===== src/rtl/dtree_seq_eval_if.sv =====
// Handshake and configuration bundle for dtree_seq_eval.
// The master side drives features, the result ready and node-table writes. The slave side is the classifier.
interface dtree_seq_eval_if #(
   parameter int N_FEAT  = 5,
   parameter int FEAT_W  = 8,
   parameter int N_NODES = 64,
   parameter int CLASS_W = 1
);
   localparam int ADDR_W = (N_NODES > 1) ? $clog2(N_NODES) : 1;
   localparam int FIDX_W = (N_FEAT > 1) ? $clog2(N_FEAT) : 1;
   localparam int NODE_W = 1 + FIDX_W + FEAT_W + 2*ADDR_W;

   logic                     in_valid;
   logic                     in_ready;
   logic [N_FEAT*FEAT_W-1:0] in_feats;
   logic                     out_valid;
   logic                     out_ready;
   logic [CLASS_W-1:0]       out_class;
   logic                     out_err;
   logic                     cfg_we;
   logic [ADDR_W-1:0]        cfg_addr;
   logic [NODE_W-1:0]        cfg_data;
   logic                     cfg_err;

   modport master (
      output in_valid, in_feats, out_ready, cfg_we, cfg_addr, cfg_data,
      input  in_ready, out_valid, out_class, out_err, cfg_err
   );

   modport slave (
      input  in_valid, in_feats, out_ready, cfg_we, cfg_addr, cfg_data,
      output in_ready, out_valid, out_class, out_err, cfg_err
   );
endinterface


===== src/rtl/dtree_seq_eval.sv =====
// Table-driven decision-tree classifier. It walks one tree level per clock from a loadable node table.
// Optional DTREE_STATS_EN adds saturating counters of accepted results and of accepted error results.
module dtree_seq_eval #(
   parameter int N_FEAT    = 5,
   parameter int FEAT_W    = 8,
   parameter int N_NODES   = 64,
   parameter int CLASS_W   = 1,
   parameter int MAX_DEPTH = 16
) (
   input  logic                clk,
   input  logic                rst,
   dtree_seq_eval_if.slave     bus
`ifdef DTREE_STATS_EN
   ,
   output logic [15:0]         stat_total,
   output logic [15:0]         stat_err
`endif
);
   localparam int ADDR_W  = (N_NODES > 1) ? $clog2(N_NODES) : 1;
   localparam int FIDX_W  = (N_FEAT > 1) ? $clog2(N_FEAT) : 1;
   localparam int NODE_W  = 1 + FIDX_W + FEAT_W + 2*ADDR_W;
   localparam int DEPTH_W = (MAX_DEPTH > 1) ? $clog2(MAX_DEPTH) : 1;

   typedef enum logic [1:0] {IDLE, WALK, DONE} state_t;

   state_t                   state_reg;
   logic [NODE_W-1:0]        table_mem [N_NODES];
   logic [N_FEAT*FEAT_W-1:0] feats_reg;
   logic [FEAT_W-1:0]        feat_arr [N_FEAT];
   logic [ADDR_W-1:0]        node_ptr_reg;
   logic [DEPTH_W-1:0]       depth_reg;
   logic                     in_ready_reg;
   logic                     out_valid_reg;
   logic [CLASS_W-1:0]       out_class_reg;
   logic                     out_err_reg;
   logic                     cfg_err_reg;

   logic [NODE_W-1:0]        node_word;
   logic                     is_leaf;
   logic [FIDX_W-1:0]        feat_idx;
   logic [FEAT_W-1:0]        thr;
   logic [ADDR_W-1:0]        left;
   logic [ADDR_W-1:0]        right;
   logic [FEAT_W-1:0]        sel_feat;
   logic                     addr_ok;
   logic                     ptr_ok;
   logic                     feat_ok;
   logic                     wr_en;
   logic                     abort;

   genvar gi;

   for (gi = 0; gi < N_FEAT; gi++) begin : g_feat
      assign feat_arr[gi] = feats_reg[gi*FEAT_W +: FEAT_W];
   end

   // Range checks collapse to constants when the index space is exactly filled.
   if (N_NODES == (1 << ADDR_W)) begin : g_addr_full
      assign addr_ok = 1'b1;
      assign ptr_ok  = 1'b1;
   end else begin : g_addr_part
      assign addr_ok = (32'(bus.cfg_addr) < N_NODES);
      assign ptr_ok  = (32'(node_ptr_reg) < N_NODES);
   end

   if (N_FEAT == (1 << FIDX_W)) begin : g_fidx_full
      assign feat_ok = 1'b1;
   end else begin : g_fidx_part
      assign feat_ok = (32'(feat_idx) < N_FEAT);
   end

   assign node_word = ptr_ok ? table_mem[node_ptr_reg] : '0;
   assign is_leaf   = node_word[NODE_W-1];
   assign feat_idx  = node_word[NODE_W-2 -: FIDX_W];
   assign thr       = node_word[2*ADDR_W +: FEAT_W];
   assign left      = node_word[ADDR_W +: ADDR_W];
   assign right     = node_word[0 +: ADDR_W];

   always_comb begin
      sel_feat = '0;
      for (int i = 0; i < N_FEAT; i++) begin
         if (feat_idx == FIDX_W'(i)) sel_feat = feat_arr[i];
      end
   end

   assign abort = !ptr_ok || !feat_ok || (depth_reg == DEPTH_W'(MAX_DEPTH-1));
   assign wr_en = bus.cfg_we && (state_reg == IDLE) && addr_ok;

   always_ff @(posedge clk or posedge rst) begin
      if (rst) begin
         for (int i = 0; i < N_NODES; i++) table_mem[i] <= '0;
      end else if (wr_en) begin
         table_mem[bus.cfg_addr] <= bus.cfg_data;
      end
   end

   always_ff @(posedge clk or posedge rst) begin
      if (rst) begin
         state_reg     <= IDLE;
         in_ready_reg  <= 1'b1;
         out_valid_reg <= 1'b0;
         out_class_reg <= '0;
         out_err_reg   <= 1'b0;
         cfg_err_reg   <= 1'b0;
         node_ptr_reg  <= '0;
         depth_reg     <= '0;
         feats_reg     <= '0;
      end else begin
         cfg_err_reg <= bus.cfg_we && ((state_reg != IDLE) || !addr_ok);
         case (state_reg)
            IDLE: begin
               if (bus.in_valid) begin
                  feats_reg    <= bus.in_feats;
                  node_ptr_reg <= '0;
                  depth_reg    <= '0;
                  in_ready_reg <= 1'b0;
                  state_reg    <= WALK;
               end
            end
            WALK: begin
               // A bad pointer makes the node word meaningless, so the leaf flag is not trusted then.
               if (ptr_ok && is_leaf) begin
                  out_class_reg <= thr[CLASS_W-1:0];
                  out_err_reg   <= 1'b0;
                  out_valid_reg <= 1'b1;
                  state_reg     <= DONE;
               end else if (abort) begin
                  out_class_reg <= '0;
                  out_err_reg   <= 1'b1;
                  out_valid_reg <= 1'b1;
                  state_reg     <= DONE;
               end else begin
                  node_ptr_reg <= (sel_feat <= thr) ? left : right;
                  depth_reg    <= depth_reg + 1'b1;
               end
            end
            DONE: begin
               if (bus.out_ready) begin
                  out_valid_reg <= 1'b0;
                  in_ready_reg  <= 1'b1;
                  state_reg     <= IDLE;
               end
            end
            default: begin
               state_reg    <= IDLE;
               in_ready_reg <= 1'b1;
            end
         endcase
      end
   end

   assign bus.in_ready  = in_ready_reg;
   assign bus.out_valid = out_valid_reg;
   assign bus.out_class = out_class_reg;
   assign bus.out_err   = out_err_reg;
   assign bus.cfg_err   = cfg_err_reg;

`ifdef DTREE_STATS_EN
   always_ff @(posedge clk or posedge rst) begin
      if (rst) begin
         stat_total <= '0;
         stat_err   <= '0;
      end else if (out_valid_reg && bus.out_ready) begin
         if (stat_total != 16'hFFFF) stat_total <= stat_total + 16'd1;
         if (out_err_reg && (stat_err != 16'hFFFF)) stat_err <= stat_err + 16'd1;
      end
   end
`endif
endmodule


===== src/flat_wrapper.sv =====
// flat-port wrapper written by rule: the top's interface ports become plain ports
module dtree_seq_eval_flat 
#(
   parameter int N_FEAT    = 5,
   parameter int FEAT_W    = 8,
   parameter int N_NODES   = 64,
   parameter int CLASS_W   = 1,
   parameter int MAX_DEPTH = 16
)
  (clk, rst, bus_in_valid, bus_in_feats, bus_out_ready, bus_cfg_we, bus_cfg_addr, bus_cfg_data, bus_in_ready, bus_out_valid, bus_out_class, bus_out_err, bus_cfg_err);
  dtree_seq_eval_if #(.N_FEAT(N_FEAT), .FEAT_W(FEAT_W), .N_NODES(N_NODES), .CLASS_W(CLASS_W)) bus_i ();
  input  logic clk;
  input  logic rst;
  input wire logic [$bits(bus_i.in_valid)-1:0] bus_in_valid;
  input wire logic [$bits(bus_i.in_feats)-1:0] bus_in_feats;
  input wire logic [$bits(bus_i.out_ready)-1:0] bus_out_ready;
  input wire logic [$bits(bus_i.cfg_we)-1:0] bus_cfg_we;
  input wire logic [$bits(bus_i.cfg_addr)-1:0] bus_cfg_addr;
  input wire logic [$bits(bus_i.cfg_data)-1:0] bus_cfg_data;
  output wire logic [$bits(bus_i.in_ready)-1:0] bus_in_ready;
  output wire logic [$bits(bus_i.out_valid)-1:0] bus_out_valid;
  output wire logic [$bits(bus_i.out_class)-1:0] bus_out_class;
  output wire logic [$bits(bus_i.out_err)-1:0] bus_out_err;
  output wire logic [$bits(bus_i.cfg_err)-1:0] bus_cfg_err;
  assign bus_i.in_valid = bus_in_valid;
  assign bus_i.in_feats = bus_in_feats;
  assign bus_i.out_ready = bus_out_ready;
  assign bus_i.cfg_we = bus_cfg_we;
  assign bus_i.cfg_addr = bus_cfg_addr;
  assign bus_i.cfg_data = bus_cfg_data;
  assign bus_in_ready = bus_i.in_ready;
  assign bus_out_valid = bus_i.out_valid;
  assign bus_out_class = bus_i.out_class;
  assign bus_out_err = bus_i.out_err;
  assign bus_cfg_err = bus_i.cfg_err;
  dtree_seq_eval #(.N_FEAT(N_FEAT), .FEAT_W(FEAT_W), .N_NODES(N_NODES), .CLASS_W(CLASS_W), .MAX_DEPTH(MAX_DEPTH)) u_core (.clk(clk), .rst(rst), .bus(bus_i));
endmodule

===== config.mk =====
export PLATFORM = sky130hd
export DESIGN_NAME = dtree_seq_eval_flat
export DESIGN_NICKNAME = d
export VERILOG_FILES = /design/src/rtl/dtree_seq_eval_if.sv /design/src/rtl/dtree_seq_eval.sv /design/src/flat_wrapper.sv
export SDC_FILE = /design/constraint.sdc
export NUM_CORES = 2
export LEC_CHECK = 0
export BUFFER_PORTS_ARGS = -buffer_cell sky130_fd_sc_hd__buf_4
export CAP_MARGIN = 20
export CORE_MARGIN = 8
export CORE_UTILIZATION = 55
export CTS_CLUSTER_DIAMETER = 200
export DETAILED_ROUTE_END_ITERATION = 8
export PLACE_DENSITY = 0.82
export RECOVER_POWER = 50
export SYNTH_ARGS = -nofsm -noshare
export SYNTH_HDL_FRONTEND = slang
export SYNTH_SLANG_ARGS = --single-unit
export TNS_END_PERCENT = 1

===== constraint.sdc =====
create_clock -name clk -period 42.9 [get_ports clk]
set_input_delay 2.145 -clock clk [delete_from_list [all_inputs] [get_ports clk]]
set_output_delay 2.145 -clock clk [all_outputs]
set_load 0.03 [all_outputs]

* After elaboration in Yosys (flattened, before gate mapping) *
Cells that the tools add are included.

storage, ports and cells
  register bits after elaboration = 1593
  bits of input ports = 75
  output and inout bits = 5
  word-level logic and storage cells = 146

cells by class
  $add $sub $neg = 1
  order comparisons = 5
  eq/ne operators = 12
  mux-type cells = 35
  bitwise logic cells = 3
  reductions and logical operators = 17

operators by type and width
  operator                                                  count
  bitwise mux 1536 bit                                      1
  binary-select mux 24 bit (select 6 bit)                   1
  demux 24 bit (select 6 bit)                               1
  2-to-1 mux 24 bit                                         3
  2-to-1 mux 8 bit                                          5
  2-to-1 mux 6 bit                                          4
  greater-or-equal comparator 7 bit, second input constant  2
  NOT 6 -> 7 bit                                            2
  2-to-1 mux 4 bit                                          3
  one-hot mux 6 bit (2 select lines)                        1
  AND reduction 3 bit                                       3
  <= comparator 8 bit                                       1
  2-to-1 mux 1 bit                                          8
  2-to-1 mux 2 bit                                          4
  inequality test 2 bit, second input constant              4
  one-hot mux 4 bit (2 select lines)                        1
  nonzero test 2 bit                                        4
  < comparator 7 x 1 -> 1 bit, second input constant        1
  == test 3 x 2 -> 1 bit, second input constant             2
  one-hot mux 2 bit (3 select lines)                        1
  adder 4 x 1 -> 4 bit, second input constant               1
  == test 4 bit, second input constant                      1
  AND reduction 2 bit                                       2
  AND reduction 4 bit                                       1
  14 further kinds                                          16

* Logic depth before layout (Yosys ltp) *
  depth in word-level cells = 15
  mapped depth = 24
  mapped depth without buffers = 19

* Worst setup path after synthesis *
Ideal clock, no wire load.

  kind = register -> register
  start point = register u_core.node_ptr_reg[1]
  end point = register u_core.node_ptr_reg[1]
  library setup time = 121 ps
  arrival time = 5066 ps
  required time = 42779 ps
  slack = 37713 ps
  stages on the path, launching flop included = 22
  path buffers = 7
  period minus slack after synthesis = 5187 ps
  path through = dfrtp_1 buf_4 buf_4 buf_4 buf_2 clkbuf_1 clkbuf_1 mux4_2 mux4_2 mux4_2 inv_1 ha_1 and3_1 a221o_1 a21oi_1 a31oi_1 or2_2 buf_1 a221oi_1 or2_2 a221o_1 a22o_1

between the ends
  longest elaborated chain between the ends = 15
  elaborated cells between the ends (all ways) = 25
  classes of those cells = order compare: 2; eq/ne: 6; mux: 12; bitwise: 1; reduce/logical: 4

RTL lines
  what                                                    line                   source
  start: declaration                                      dtree_seq_eval.sv:30   logic [ADDR_W-1:0] node_ptr_reg;
  start signal: assignment                                dtree_seq_eval.sv:133  node_ptr_reg <= (sel_feat <= thr) ? left : right;
  NOT 6 -> 7 bit (not written as such) *                  dtree_seq_eval.sv:72   assign node_word = ptr_ok ? table_mem[node_ptr_reg] : '0;
  binary-select mux 24 bit (select 6 bit) *               dtree_seq_eval.sv:72
  2-to-1 mux 24 bit (not written as such) * (2 in a row)  dtree_seq_eval.sv:72
  zero test 3 bit                                         dtree_seq_eval.sv:82   if (feat_idx == FIDX_W'(i)) sel_feat = feat_arr[i];
  2-to-1 mux 8 bit (5 in a row)                           dtree_seq_eval.sv:82
  <= comparator 8 bit                                     dtree_seq_eval.sv:133
  2-to-1 mux 6 bit                                        dtree_seq_eval.sv:133
  2-to-1 mux 6 bit                                        dtree_seq_eval.sv:127  end else if (abort) begin
  2-to-1 mux 6 bit                                        dtree_seq_eval.sv:122  if (ptr_ok && is_leaf) begin
  one-hot mux 6 bit (2 select lines)                      dtree_seq_eval.sv:110  case (state_reg)

Mark *: on every way between the ends. The rest lies on a longest branch, timed or not. The select of a mux whose other input is x is not followed.
A chain may end at the register's enable or synchronous reset.

==> metrics.yaml <==
outcome: "finished with violations"
violations: "max-capacitance violations, max-slew violations"
dpl_cell_area_mm2: 0.0747
seq_area_frac_synth_pct: 54.9
class_of_the_worst_hold_path: "reg2reg"
fin_tns_setup_ps: 0
required_ps: 43130
number_of_flip_flops_under_the_largest_register_name: 1536
layout_common_cells: "sky130_fd_sc_hd__dfrtp_1, sky130_fd_sc_hd__mux2_2, sky130_fd_sc_hd__mux4_2, sky130_fd_sc_hd__clkbuf_16, sky130_fd_sc_hd__buf_4"
post_syn_area_mm2: 0.0726
fillerInstances: 9317
netlist.top_cell.by_area: "sky130_fd_sc_hd__dfrtp_1"
mappedNetlistNets: 4581
final_layout_size_suffix_gt1_share_pct: 53.5
met3_wirelength_mm: 14.6
yosysTopAreaCellShare_pct: 54.9
final_critical_path_setup_slack_ps: 30490
drt_wl_total_mm: 184
power.density_mw_per_mm2: 53.9
synth_edf_count: 0
clock_insertion_delay_worst_skew_ps: 790
cts.hold.buffers_added: 0
timing.final.max_slew_violations: 1383
fin_nets: 4484
cts.reportedPaths.clkPinSlew_ps: 60
cts_num_sinks: 1593
maxCapViolCount: 55
crit_path_max_incr_delay_ps: 5630
detail_route.drc_violations: 0
detailedRoute.firstIterationViolations: 3868
path_common_cell: "sky130_fd_sc_hd__clkbuf_1"
gr-usage-all-layers_pct: 25.8
initial_core_util_pct: 55.3
worst_setup_path_start_kind: "primary input"
wl_met1_mm: 78.2
htree_levels: 4
number_of_register_bits_inferred_by_synthesis: 1593
top_level_i_o_count: 80
largest_net_degree_at_the_start_of_global_routing: 182
coreArea_mm2: 0.131
die_area_mm2: 0.144
route.detailed.wl_per_inst_um: 29.3
critical_path.cell_chain: "clkbuf_4, clkinvlp_2, clkbuf_1, clkbuf_1, clkbuf_1"
die_h_um: 379
path_class: "in2async"
mostFrequentLayoutCell: "sky130_fd_sc_hd__dfrtp_1"
layout_cells_excl_fill: 6274
cell_at_the_root_of_the_clock_tree: "sky130_fd_sc_hd__clkbuf_16"
syn_inst: 4494
dr.pass1.iters: 5
final_design_area_no_fill_mm2: 0.0797
num_rows: 133
fin_worst_skew_ps: 39.5
finalWorstPathRequiredPeriod_ps: 12410
max_clock_freq_mhz: 80.6
post_cts_resized: 0
dr_wl_met2_mm: 84.3
cts_inserted_buffers: 161
fp.dieW_um: 379
detailroute.via_count: 41000
setup.worst_path.end_class: "async pin"
post_cts.repair.setup_buffers: 0
layout_worst_path_cycle_share_pct: 28.9
min_from: "u_core.bus.in_ready"
grt_setup_unrepaired: "no"
timing.max_slew.rel_slack_pct: -436
detailed_place_hpwl_mm: 108
maximum_number_of_buffers_from_clock_root_to_sink: 3
tightest_slew_ps: 8040
antenna_found_initial: 7
dpl.cell_count: 5976
cts_tree: "done"
overflow: 0
route.detailed.vias_per_inst: 6.54
portBuffers: 79
finalSetupViolations: 0
grt_pass1_wl_mm: 281
area_growth_pct: 9.72
ir_drop_mv: 0.0397
vias_in_the_first_global_route: 42800
worst_ep_arrival_time_ps: 12650
power.static_leakage_nw: 36.6
post-place-ws_ps: 35450
yosys-top-cells-area: "sky130_fd_sc_hd__dfrtp_1, sky130_fd_sc_hd__mux2_2, sky130_fd_sc_hd__mux4_2"
regToRegStartpoint: "u_core.node_ptr_reg[1]"
netlist-cell-type-count: 58
topRoutingLayerUsed: "met5"
synth_flop_cell: "sky130_fd_sc_hd__dfrtp_1"
cpMaxStageDelayCell: "sky130_fd_sc_hd__clkbuf_1"
crit_path_start: "rst"
crit_fanout: 147
postSynth.asyncResetShare_pct: 100
synth.avg_cell_area_um2: 16.2
report.final.hold_viol_count: 0
final_core_occ_pct: 60.7
route.antenna.remaining_nets: 0
gp_congestion: 0.850
synth-warning-count: 0
[worst max-delay path: cells and delay by family]
| family | cells | cell delay [ps] |
|---|---|---|
| buf+inv | 5 | 10240 |
[where the power goes]
group / switching (mW) / internal [mW] / leakage [nW]
Combinational: 0.433 / 0.502 / 12.4
Clock: 0.590 / 0.816 / 2.59
Sequential: 0.174 / 1.78 / 21.6
[synth_stat cells (23+ instances only)]
cell	count
sky130_fd_sc_hd__nor2_1	65
sky130_fd_sc_hd__clkbuf_1	307
sky130_fd_sc_hd__mux2_2	1576
sky130_fd_sc_hd__buf_2	31
sky130_fd_sc_hd__buf_1	55
sky130_fd_sc_hd__dfrtp_1	1592
sky130_fd_sc_hd__buf_4	34
sky130_fd_sc_hd__a211oi_1	23
sky130_fd_sc_hd__nand2_1	39
sky130_fd_sc_hd__mux4_2	428
sky130_fd_sc_hd__nor2b_1	26
sky130_fd_sc_hd__a21oi_1	27
sky130_fd_sc_hd__mux2i_1	63
[through the flow]
| stage | total power, mW | hold slack, ps |
|---|---|---|
| after floorplan | 2.66 | 471 |
| after global placement | 2.86 | 467 |
| after detailed placement | 2.90 | 468 |
| after CTS | 4.31 | 476 |
| after global routing | 4.47 | 500 |
| final | 4.29 | 472 |
[layout make-up]
cell class | instances | area [µm²] | area share, %
multi-input cells | 2441 | 30900 | 38.7
flip-flops and latches | 1593 | 39900 | 50.1
clock inverters | 42 | 558 | 0.701
well taps | 1755 | 2200 | 2.76
clock buffers | 238 | 4720 | 5.92
inverters | 19 | 72.6 | 0.0911
repair buffers | 181 | 1360 | 1.70
diodes | 5 | 12.5 | 0.0157
[per-layer routing]
metal | vias to the layer above | global-route usage (%)
li1 | 16500 | -
met1 | 22600 | 37.3
met2 | 1571 | 39.0
met3 | 389 | 6.05
met4 | 4 | 8.56
met5 | - | 0
[final timing paths]
check	endpoint	slack (ps)	cells after the start
worst max-delay path	u_core.table_mem[913]	30490	5
worst min-delay path	u_core.bus.in_ready	470	2
worst max register to register	u_core.node_ptr_reg[2]	35300	19
worst min register to register	u_core.bus.in_ready	470	2
max in group clk	u_core.node_ptr_reg[2]	35300	19
min in group asynchronous	u_core.table_mem[996]	1830	2
[cells by family after synthesis]
logic type	synth area share, %
AOI/OAI and AO/OA	1.39
xor gates and xnor gates	0.0121
adders and majority gates	0.207
buffers and inverters	2.80
DFF	54.9
muxes	39.2
and+or+nand+nor	1.45
No activity file was read; power rests on OpenSTA's default activity.
